`src/rtl/nway_miss_ctrl_if.sv`:
```
// Lookup-request and memory-refill bus of the 4-way miss controller.
// slave: the controller's view. master: the upstream/memory environment.
interface nway_miss_ctrl_if #(
  parameter int TAG_W = 24
);
  logic             req_valid_i;
  logic             req_ready_o;
  logic [3:0]       req_set_i;
  logic [TAG_W-1:0] req_tag_i;
  logic             req_hit_i;
  logic [1:0]       req_hit_way_i;
  logic [3:0]       req_way_valid_i;

  logic             mem_req_valid_o;
  logic             mem_req_ready_i;
  logic [TAG_W-1:0] mem_req_tag_o;
  logic [3:0]       mem_req_set_o;
  logic             mem_resp_valid_i;

  modport slave (
    input  req_valid_i, req_set_i, req_tag_i, req_hit_i, req_hit_way_i, req_way_valid_i,
    output req_ready_o,
    output mem_req_valid_o, mem_req_tag_o, mem_req_set_o,
    input  mem_req_ready_i, mem_resp_valid_i
  );

  modport master (
    output req_valid_i, req_set_i, req_tag_i, req_hit_i, req_hit_way_i, req_way_valid_i,
    input  req_ready_o,
    input  mem_req_valid_o, mem_req_tag_o, mem_req_set_o,
    output mem_req_ready_i, mem_resp_valid_i
  );
endinterface

```
`src/rtl/nway_miss_ctrl.sv`:
```
// Miss/hit sequencing controller for a 4-way, 16-set cache.
// Hits mark the hit way MRU; misses pick a fill way (lowest invalid way,
// else the LRU victim), refill from memory, write the way and mark it MRU.
// Optional macro NWAY_MISS_CTRL_PERF_EN adds saturating hit/miss counters.
module nway_miss_ctrl #(
  parameter int TAG_W      = 24,
  parameter int VICTIM_LAT = 2
) (
  input  logic        clk,
  input  logic        rst,
  nway_miss_ctrl_if.slave bus,
  output logic [3:0]  lru_set_o,
  output logic [1:0]  lru_way_o,
  output logic        lru_access_o,
  output logic        lru_update_o,
  input  logic [1:0]  lru_victim_i,
  output logic        fill_we_o,
  output logic [1:0]  fill_way_o,
  output logic        resp_valid_o,
  output logic        resp_hit_o
`ifdef NWAY_MISS_CTRL_PERF_EN
  ,
  output logic [31:0] perf_hit_o,
  output logic [31:0] perf_miss_o
`endif
);

  localparam int CNT_W = (VICTIM_LAT < 2) ? 1 : $clog2(VICTIM_LAT + 1);
  localparam logic [CNT_W-1:0] CNT_LAST = CNT_W'(VICTIM_LAT - 1);

  typedef enum logic [2:0] {
    S_IDLE, S_HIT, S_VICTIM, S_MEM_REQ, S_MEM_WAIT, S_FILL
  } state_t;

  state_t           state_q, state_d;
  logic             live_q;
  logic [3:0]       set_q, set_d;
  logic [TAG_W-1:0] tag_q, tag_d;
  logic [1:0]       hit_way_q, hit_way_d;
  logic [3:0]       valid_q, valid_d;
  logic [1:0]       fill_way_q, fill_way_d;
  logic [CNT_W-1:0] cnt_q, cnt_d;
  logic [1:0]       low_inv;
  logic             accept;

  // live_q keeps ready low while reset is held and rises on the first clock after release
  assign accept = (state_q == S_IDLE) && live_q && bus.req_valid_i;

  // Lowest-index invalid way of the latched valid bits
  always_comb begin
    low_inv = 2'd0;
    for (int i = 3; i >= 0; i--) begin
      if (!valid_q[i]) low_inv = 2'(i);
    end
  end

  // State and latched transaction registers
  always_ff @(posedge clk or negedge rst) begin
    if (!rst) begin
      state_q    <= S_IDLE;
      live_q     <= 1'b0;
      set_q      <= '0;
      tag_q      <= '0;
      hit_way_q  <= '0;
      valid_q    <= '0;
      fill_way_q <= '0;
      cnt_q      <= '0;
    end else begin
      state_q    <= state_d;
      live_q     <= 1'b1;
      set_q      <= set_d;
      tag_q      <= tag_d;
      hit_way_q  <= hit_way_d;
      valid_q    <= valid_d;
      fill_way_q <= fill_way_d;
      cnt_q      <= cnt_d;
    end
  end

  // Next-state and latch/victim-selection logic
  always_comb begin
    state_d    = state_q;
    set_d      = set_q;
    tag_d      = tag_q;
    hit_way_d  = hit_way_q;
    valid_d    = valid_q;
    fill_way_d = fill_way_q;
    cnt_d      = cnt_q;
    case (state_q)
      S_IDLE: begin
        if (accept) begin
          set_d     = bus.req_set_i;
          tag_d     = bus.req_tag_i;
          hit_way_d = bus.req_hit_way_i;
          valid_d   = bus.req_way_valid_i;
          cnt_d     = '0;
          state_d   = bus.req_hit_i ? S_HIT : S_VICTIM;
        end
      end
      S_HIT: state_d = S_IDLE;
      S_VICTIM: begin
        if (!(&valid_q)) begin
          fill_way_d = low_inv;
          state_d    = S_MEM_REQ;
        end else if (cnt_q == CNT_LAST) begin
          fill_way_d = lru_victim_i;
          state_d    = S_MEM_REQ;
        end else begin
          cnt_d = cnt_q + CNT_W'(1);
        end
      end
      S_MEM_REQ:  if (bus.mem_req_ready_i)  state_d = S_MEM_WAIT;
      S_MEM_WAIT: if (bus.mem_resp_valid_i) state_d = S_FILL;
      S_FILL:     state_d = S_IDLE;
      default:    state_d = S_IDLE;
    endcase
  end

  // Output decode of the registered state
  always_comb begin
    bus.req_ready_o     = (state_q == S_IDLE) && live_q;
    bus.mem_req_valid_o = (state_q == S_MEM_REQ);
    bus.mem_req_tag_o   = tag_q;
    bus.mem_req_set_o   = set_q;
    lru_set_o           = set_q;
    lru_way_o           = 2'd0;
    lru_access_o        = 1'b0;
    lru_update_o        = 1'b0;
    fill_we_o           = 1'b0;
    fill_way_o          = 2'd0;
    resp_valid_o        = 1'b0;
    resp_hit_o          = 1'b0;
    case (state_q)
      S_HIT: begin
        lru_way_o    = hit_way_q;
        lru_access_o = 1'b1;
        resp_valid_o = 1'b1;
        resp_hit_o   = 1'b1;
      end
      S_FILL: begin
        lru_way_o    = fill_way_q;
        lru_update_o = 1'b1;
        fill_we_o    = 1'b1;
        fill_way_o   = fill_way_q;
        resp_valid_o = 1'b1;
      end
      default: ;
    endcase
  end

`ifdef NWAY_MISS_CTRL_PERF_EN
  logic [31:0] perf_hit_q, perf_miss_q;

  // Saturating hit/miss completion counters
  always_ff @(posedge clk or negedge rst) begin
    if (!rst) begin
      perf_hit_q  <= '0;
      perf_miss_q <= '0;
    end else begin
      if (state_q == S_HIT && perf_hit_q != 32'hFFFF_FFFF)   perf_hit_q  <= perf_hit_q + 32'd1;
      if (state_q == S_FILL && perf_miss_q != 32'hFFFF_FFFF) perf_miss_q <= perf_miss_q + 32'd1;
    end
  end

  assign perf_hit_o  = perf_hit_q;
  assign perf_miss_o = perf_miss_q;
`endif

endmodule

```
`src/flat_wrapper.sv`:
```
// flat-port wrapper written by rule: the top's interface ports become plain ports
module nway_miss_ctrl_flat 
#(
  parameter int TAG_W      = 24,
  parameter int VICTIM_LAT = 2
)
  (clk, rst, lru_set_o, lru_way_o, lru_access_o, lru_update_o, lru_victim_i, fill_we_o, fill_way_o, resp_valid_o, resp_hit_o, bus_req_valid_i, bus_req_set_i, bus_req_tag_i, bus_req_hit_i, bus_req_hit_way_i, bus_req_way_valid_i, bus_req_ready_o, bus_mem_req_valid_o, bus_mem_req_tag_o, bus_mem_req_set_o, bus_mem_req_ready_i, bus_mem_resp_valid_i);
  nway_miss_ctrl_if #(.TAG_W(TAG_W)) bus_i ();
  input  logic clk;
  input  logic rst;
  output logic [3:0] lru_set_o;
  output logic [1:0] lru_way_o;
  output logic lru_access_o;
  output logic lru_update_o;
  input  logic [1:0] lru_victim_i;
  output logic fill_we_o;
  output logic [1:0] fill_way_o;
  output logic resp_valid_o;
  output logic resp_hit_o;
  input wire logic [$bits(bus_i.req_valid_i)-1:0] bus_req_valid_i;
  input wire logic [$bits(bus_i.req_set_i)-1:0] bus_req_set_i;
  input wire logic [$bits(bus_i.req_tag_i)-1:0] bus_req_tag_i;
  input wire logic [$bits(bus_i.req_hit_i)-1:0] bus_req_hit_i;
  input wire logic [$bits(bus_i.req_hit_way_i)-1:0] bus_req_hit_way_i;
  input wire logic [$bits(bus_i.req_way_valid_i)-1:0] bus_req_way_valid_i;
  output wire logic [$bits(bus_i.req_ready_o)-1:0] bus_req_ready_o;
  output wire logic [$bits(bus_i.mem_req_valid_o)-1:0] bus_mem_req_valid_o;
  output wire logic [$bits(bus_i.mem_req_tag_o)-1:0] bus_mem_req_tag_o;
  output wire logic [$bits(bus_i.mem_req_set_o)-1:0] bus_mem_req_set_o;
  input wire logic [$bits(bus_i.mem_req_ready_i)-1:0] bus_mem_req_ready_i;
  input wire logic [$bits(bus_i.mem_resp_valid_i)-1:0] bus_mem_resp_valid_i;
  assign bus_i.req_valid_i = bus_req_valid_i;
  assign bus_i.req_set_i = bus_req_set_i;
  assign bus_i.req_tag_i = bus_req_tag_i;
  assign bus_i.req_hit_i = bus_req_hit_i;
  assign bus_i.req_hit_way_i = bus_req_hit_way_i;
  assign bus_i.req_way_valid_i = bus_req_way_valid_i;
  assign bus_req_ready_o = bus_i.req_ready_o;
  assign bus_mem_req_valid_o = bus_i.mem_req_valid_o;
  assign bus_mem_req_tag_o = bus_i.mem_req_tag_o;
  assign bus_mem_req_set_o = bus_i.mem_req_set_o;
  assign bus_i.mem_req_ready_i = bus_mem_req_ready_i;
  assign bus_i.mem_resp_valid_i = bus_mem_resp_valid_i;
  nway_miss_ctrl #(.TAG_W(TAG_W), .VICTIM_LAT(VICTIM_LAT)) u_core (.clk(clk), .rst(rst), .bus(bus_i), .lru_set_o(lru_set_o), .lru_way_o(lru_way_o), .lru_access_o(lru_access_o), .lru_update_o(lru_update_o), .lru_victim_i(lru_victim_i), .fill_we_o(fill_we_o), .fill_way_o(fill_way_o), .resp_valid_o(resp_valid_o), .resp_hit_o(resp_hit_o));
endmodule
```
`config.mk`:
```
export PLATFORM = sky130hd
export DESIGN_NAME = nway_miss_ctrl_flat
export DESIGN_NICKNAME = d
export VERILOG_FILES = /design/src/rtl/nway_miss_ctrl_if.sv /design/src/rtl/nway_miss_ctrl.sv /design/src/flat_wrapper.sv
export SDC_FILE = /design/constraint.sdc
export NUM_CORES = 1
export LEC_CHECK = 0
export CAP_MARGIN = 30
export CORE_MARGIN = 2
export CORE_UTILIZATION = 44
export CTS_CLUSTER_DIAMETER = 30
export DETAILED_ROUTE_END_ITERATION = 7
export PLACE_DENSITY = 0.85
export SLEW_MARGIN = 5
export SYNTH_ARGS = -nofsm -noshare
export SYNTH_HDL_FRONTEND = slang
export SYNTH_SLANG_ARGS = --single-unit
```
`constraint.sdc`:
```
create_clock -name clk -period 4.4 [get_ports clk]
set_input_delay 1.1 -clock clk [delete_from_list [all_inputs] [get_ports clk]]
set_output_delay 1.1 -clock clk [all_outputs]
set_load 0.01 [all_outputs]
```
==> out/qor.txt <==
Placer congestion estimate: 0.722
Syn_nets: 175
Metal2 WL: 1930 um
Grt ovf: 0
Synth Instances: 132
First-pass GRT wire length: 5930 um
Met1 Wirelength: 1440 um
Crit start category: flop
Clk_skew: 0.00569 ns
Die X: 68.5 um
Crit-path max FO: 12
Maximum clock insertion buffer count: 2
Status: finished clean
Clk pin slew, worst setup/hold paths: 0.07 ns
Vias in the first global route: 1325
Largest net degree at the start of global routing: 43
I/O pin count: 85
Top post-synthesis cells by area: dfrtp_1, mux2_2, buf_4
Synth Cell Area: 1830 sq um
Port bufs: 84
Period minus WS final: 2.96 ns
FF+latch count, synth: 42
Final hold vios: 0
Post-CTS Resized: 0
Row cnt: 23
Hold slack: 0.497 ns
Fmax: 338 MHz
Wire length per cell: 14.5 um
Uppermost layer routed: met4
Post-CTS Setup Inserts: 0
Number of setup violations in the final report: 0
Crit. End Element: output port
DP HPWL: 2870 um
Vias: 1281
Fraction of layout cells with a size suffix above 1: 0.225
TritonCTS clock tree: yes
Post-route DRC: 0
Fin. max-slew vios: 0
Clock net sink count: 42
Fill cells: 283
Count of different cell masters after synthesis: 31
Initial antenna violation count: 0
CTS Hold Bufs: 0
Die H: 68.5 um
Total CTS buffers: 5
Final period util: 0.673
Area grow syn2layout: 50.1%
# H-tree levels: 2
Final Power: 1770 uW
MaxCap Viol Count: 0
Antenna cells: 0
Final nets: 256
Die ar.: 4690 sq um
First-pass DRT Iterations: 4
Starting Density: 0.457
Setup_tns: 0 ns
Final wirelength: 3820 um
RSZ-0062 raised after global routing: no
Routed vias/inst: 4.87
WP data arrival: 1.86 ns
GRT Overall Usage: 0.174
Synth Area per Inst: 13.8 sq um
Sequential fraction of the synthesis area: 0.575
CTS root buf: clkbuf_8
Synth area leader: dfrtp_1
PD cells: 645 nW/um^2
Post-route ant nets: 0
DRT iter0 DRCs: 63
Worst hold path class: reg -> reg
Yosys warning count: 0
CORE AREA: 4000 sq um
Req. time, crit path: 3.30 ns
Type of the worst setup path: reg -> out
Routed met3 length: 423 um
Leak pwr: 0.00116 uW
Yosys top cell area share: 0.575
Clock Latency Late Sink: 0.28 ns
Worst VDD drop: 0.000454 V
## layout make-up
cell class	instances	area, sq um	area share
well taps	50	62.6	0.0228
clock inverters	2	15.0	0.00547
flip-flops and latches	42	1050	0.383
multi-input cells	75	676	0.246
inverters	4	15.0	0.00547
clock buffers	5	68.8	0.0251
repair buffers	85	856	0.312
## sequential cells by signal, summed over array words and instances (netlist names)
name and cells:
u_core.bus.mem_req_set_o 4, u_core.bus.mem_req_tag_o 24, u_core.cnt_q 2, u_core.fill_way_q 2
u_core.hit_way_q 2, u_core.live_q 1, u_core.state_q 3, u_core.valid_q 4
## layout by cell type (no fill, tap or decap), drive strengths merged
master         count
o22ai              1
conb               1
buf                2
nand3b             1
dfrtp             42
a21boi             1
mux2i              2
clkbuf             5
o31a               2
o21ai              4
nand2b             1
and3               2
a21oi              1
nor4b              1
ha                 1
or3                1
nor2b              1
nor2               7
nand2              4
inv                4
and3b              1
o2bb2ai            1
a21bo              1
mux2              36
and2               2
clkdlybuf4s50     83
a211o              1
o311ai             1
a22o               1
clkinvlp           2
## Yosys cell counts
| cell | number |
|---|---|
| nor2_1 | 7 |
| ha_1 | 1 |
| mux2i_1 | 2 |
| o21ai_1 | 1 |
| a211o_1 | 1 |
| nand2_4 | 1 |
| nor2b_1 | 1 |
| o31a_1 | 2 |
| buf_4 | 6 |
| o311ai_0 | 1 |
| nand3b_1 | 1 |
| o2bb2ai_1 | 1 |
| a21boi_0 | 1 |
| inv_1 | 4 |
| nand2b_1 | 1 |
| nand2_1 | 3 |
| o21ai_0 | 3 |
| conb_1 | 1 |
| or3_1 | 1 |
| and3_1 | 2 |
| clkbuf_1 | 2 |
| mux2_2 | 36 |
| a21bo_2 | 1 |
| o22ai_1 | 1 |
| a21oi_1 | 1 |
| nor4b_4 | 1 |
| and2_1 | 2 |
| dfrtp_1 | 42 |
| buf_6 | 3 |
| and3b_1 | 1 |
| a22o_1 | 1 |
## per-layer routing
layer,GRT usage,vias to the layer above
met4,0.0600,0
met3,0.0839,2
met1,0.198,615
met2,0.286,53
met5,0,-
li1,-,611
## critical path: stages, from the launching register on
cell and delay [ns]:
dfrtp_1 0.57, nand2b_1 0.17, inv_1 0.13, and3_1 0.17, clkdlybuf4s50_1 0.55
## path summary, 6_finish.rpt
path                                               startpoint                                  endpoint  slack [ns]  cells after the start
worst max-delay path            u_core.state_q[0]$_DFFE_PN0P_                             fill_way_o[1]        1.44                      4
min in group asynchronous                                 rst   u_core.bus.mem_req_set_o[2]$_DFFE_PN0P_        0.60                      1
max in group asynchronous                                 rst  u_core.bus.mem_req_tag_o[10]$_DFFE_PN0P_        3.40                      2
worst max register to register  u_core.state_q[0]$_DFFE_PN0P_               u_core.cnt_q[1]$_DFFE_PN0P_        2.58                      4
worst min-delay path              u_core.cnt_q[0]$_DFFE_PN0P_               u_core.cnt_q[0]$_DFFE_PN0P_        0.50                      1
worst min register to register    u_core.cnt_q[0]$_DFFE_PN0P_               u_core.cnt_q[0]$_DFFE_PN0P_        0.50                      1
## power breakdown
group / internal [uW] / switching (uW) / leakage [uW]
Sequential: 573 / 129 / 0.000506
Clock: 108 / 124 / 0.0000362
Combinational: 535 / 301 / 0.000616
Total: 1220 / 554 / 0.00116
## kinds of logic after synthesis
| family | share of synthesized area |
|---|---|
| flops | 0.575 |
| mux | 0.233 |
| simple gates | 0.0726 |
| buf+inv | 0.0554 |
| compound gates | 0.0554 |
| fa+ha+maj | 0.00684 |
| other cells | 0.00205 |
## stage by stage
step | cell area (sq um) | utilization | worst slack (ns) | std cells
6_report | 2740 | 0.686 | 1.44 | 263
5_1_grt | 2740 | 0.686 | 1.32 | 263
4_1_cts | 2720 | 0.681 | 1.42 | 262
3_5_place_dp | 2640 | 0.660 | 1.75 | 255
3_3_place_gp | 2640 | 0.660 | 1.83 | 255
2_1_floorplan | 1830 | - | 2.24 | 132
Power figures use the tool's default switching activity.
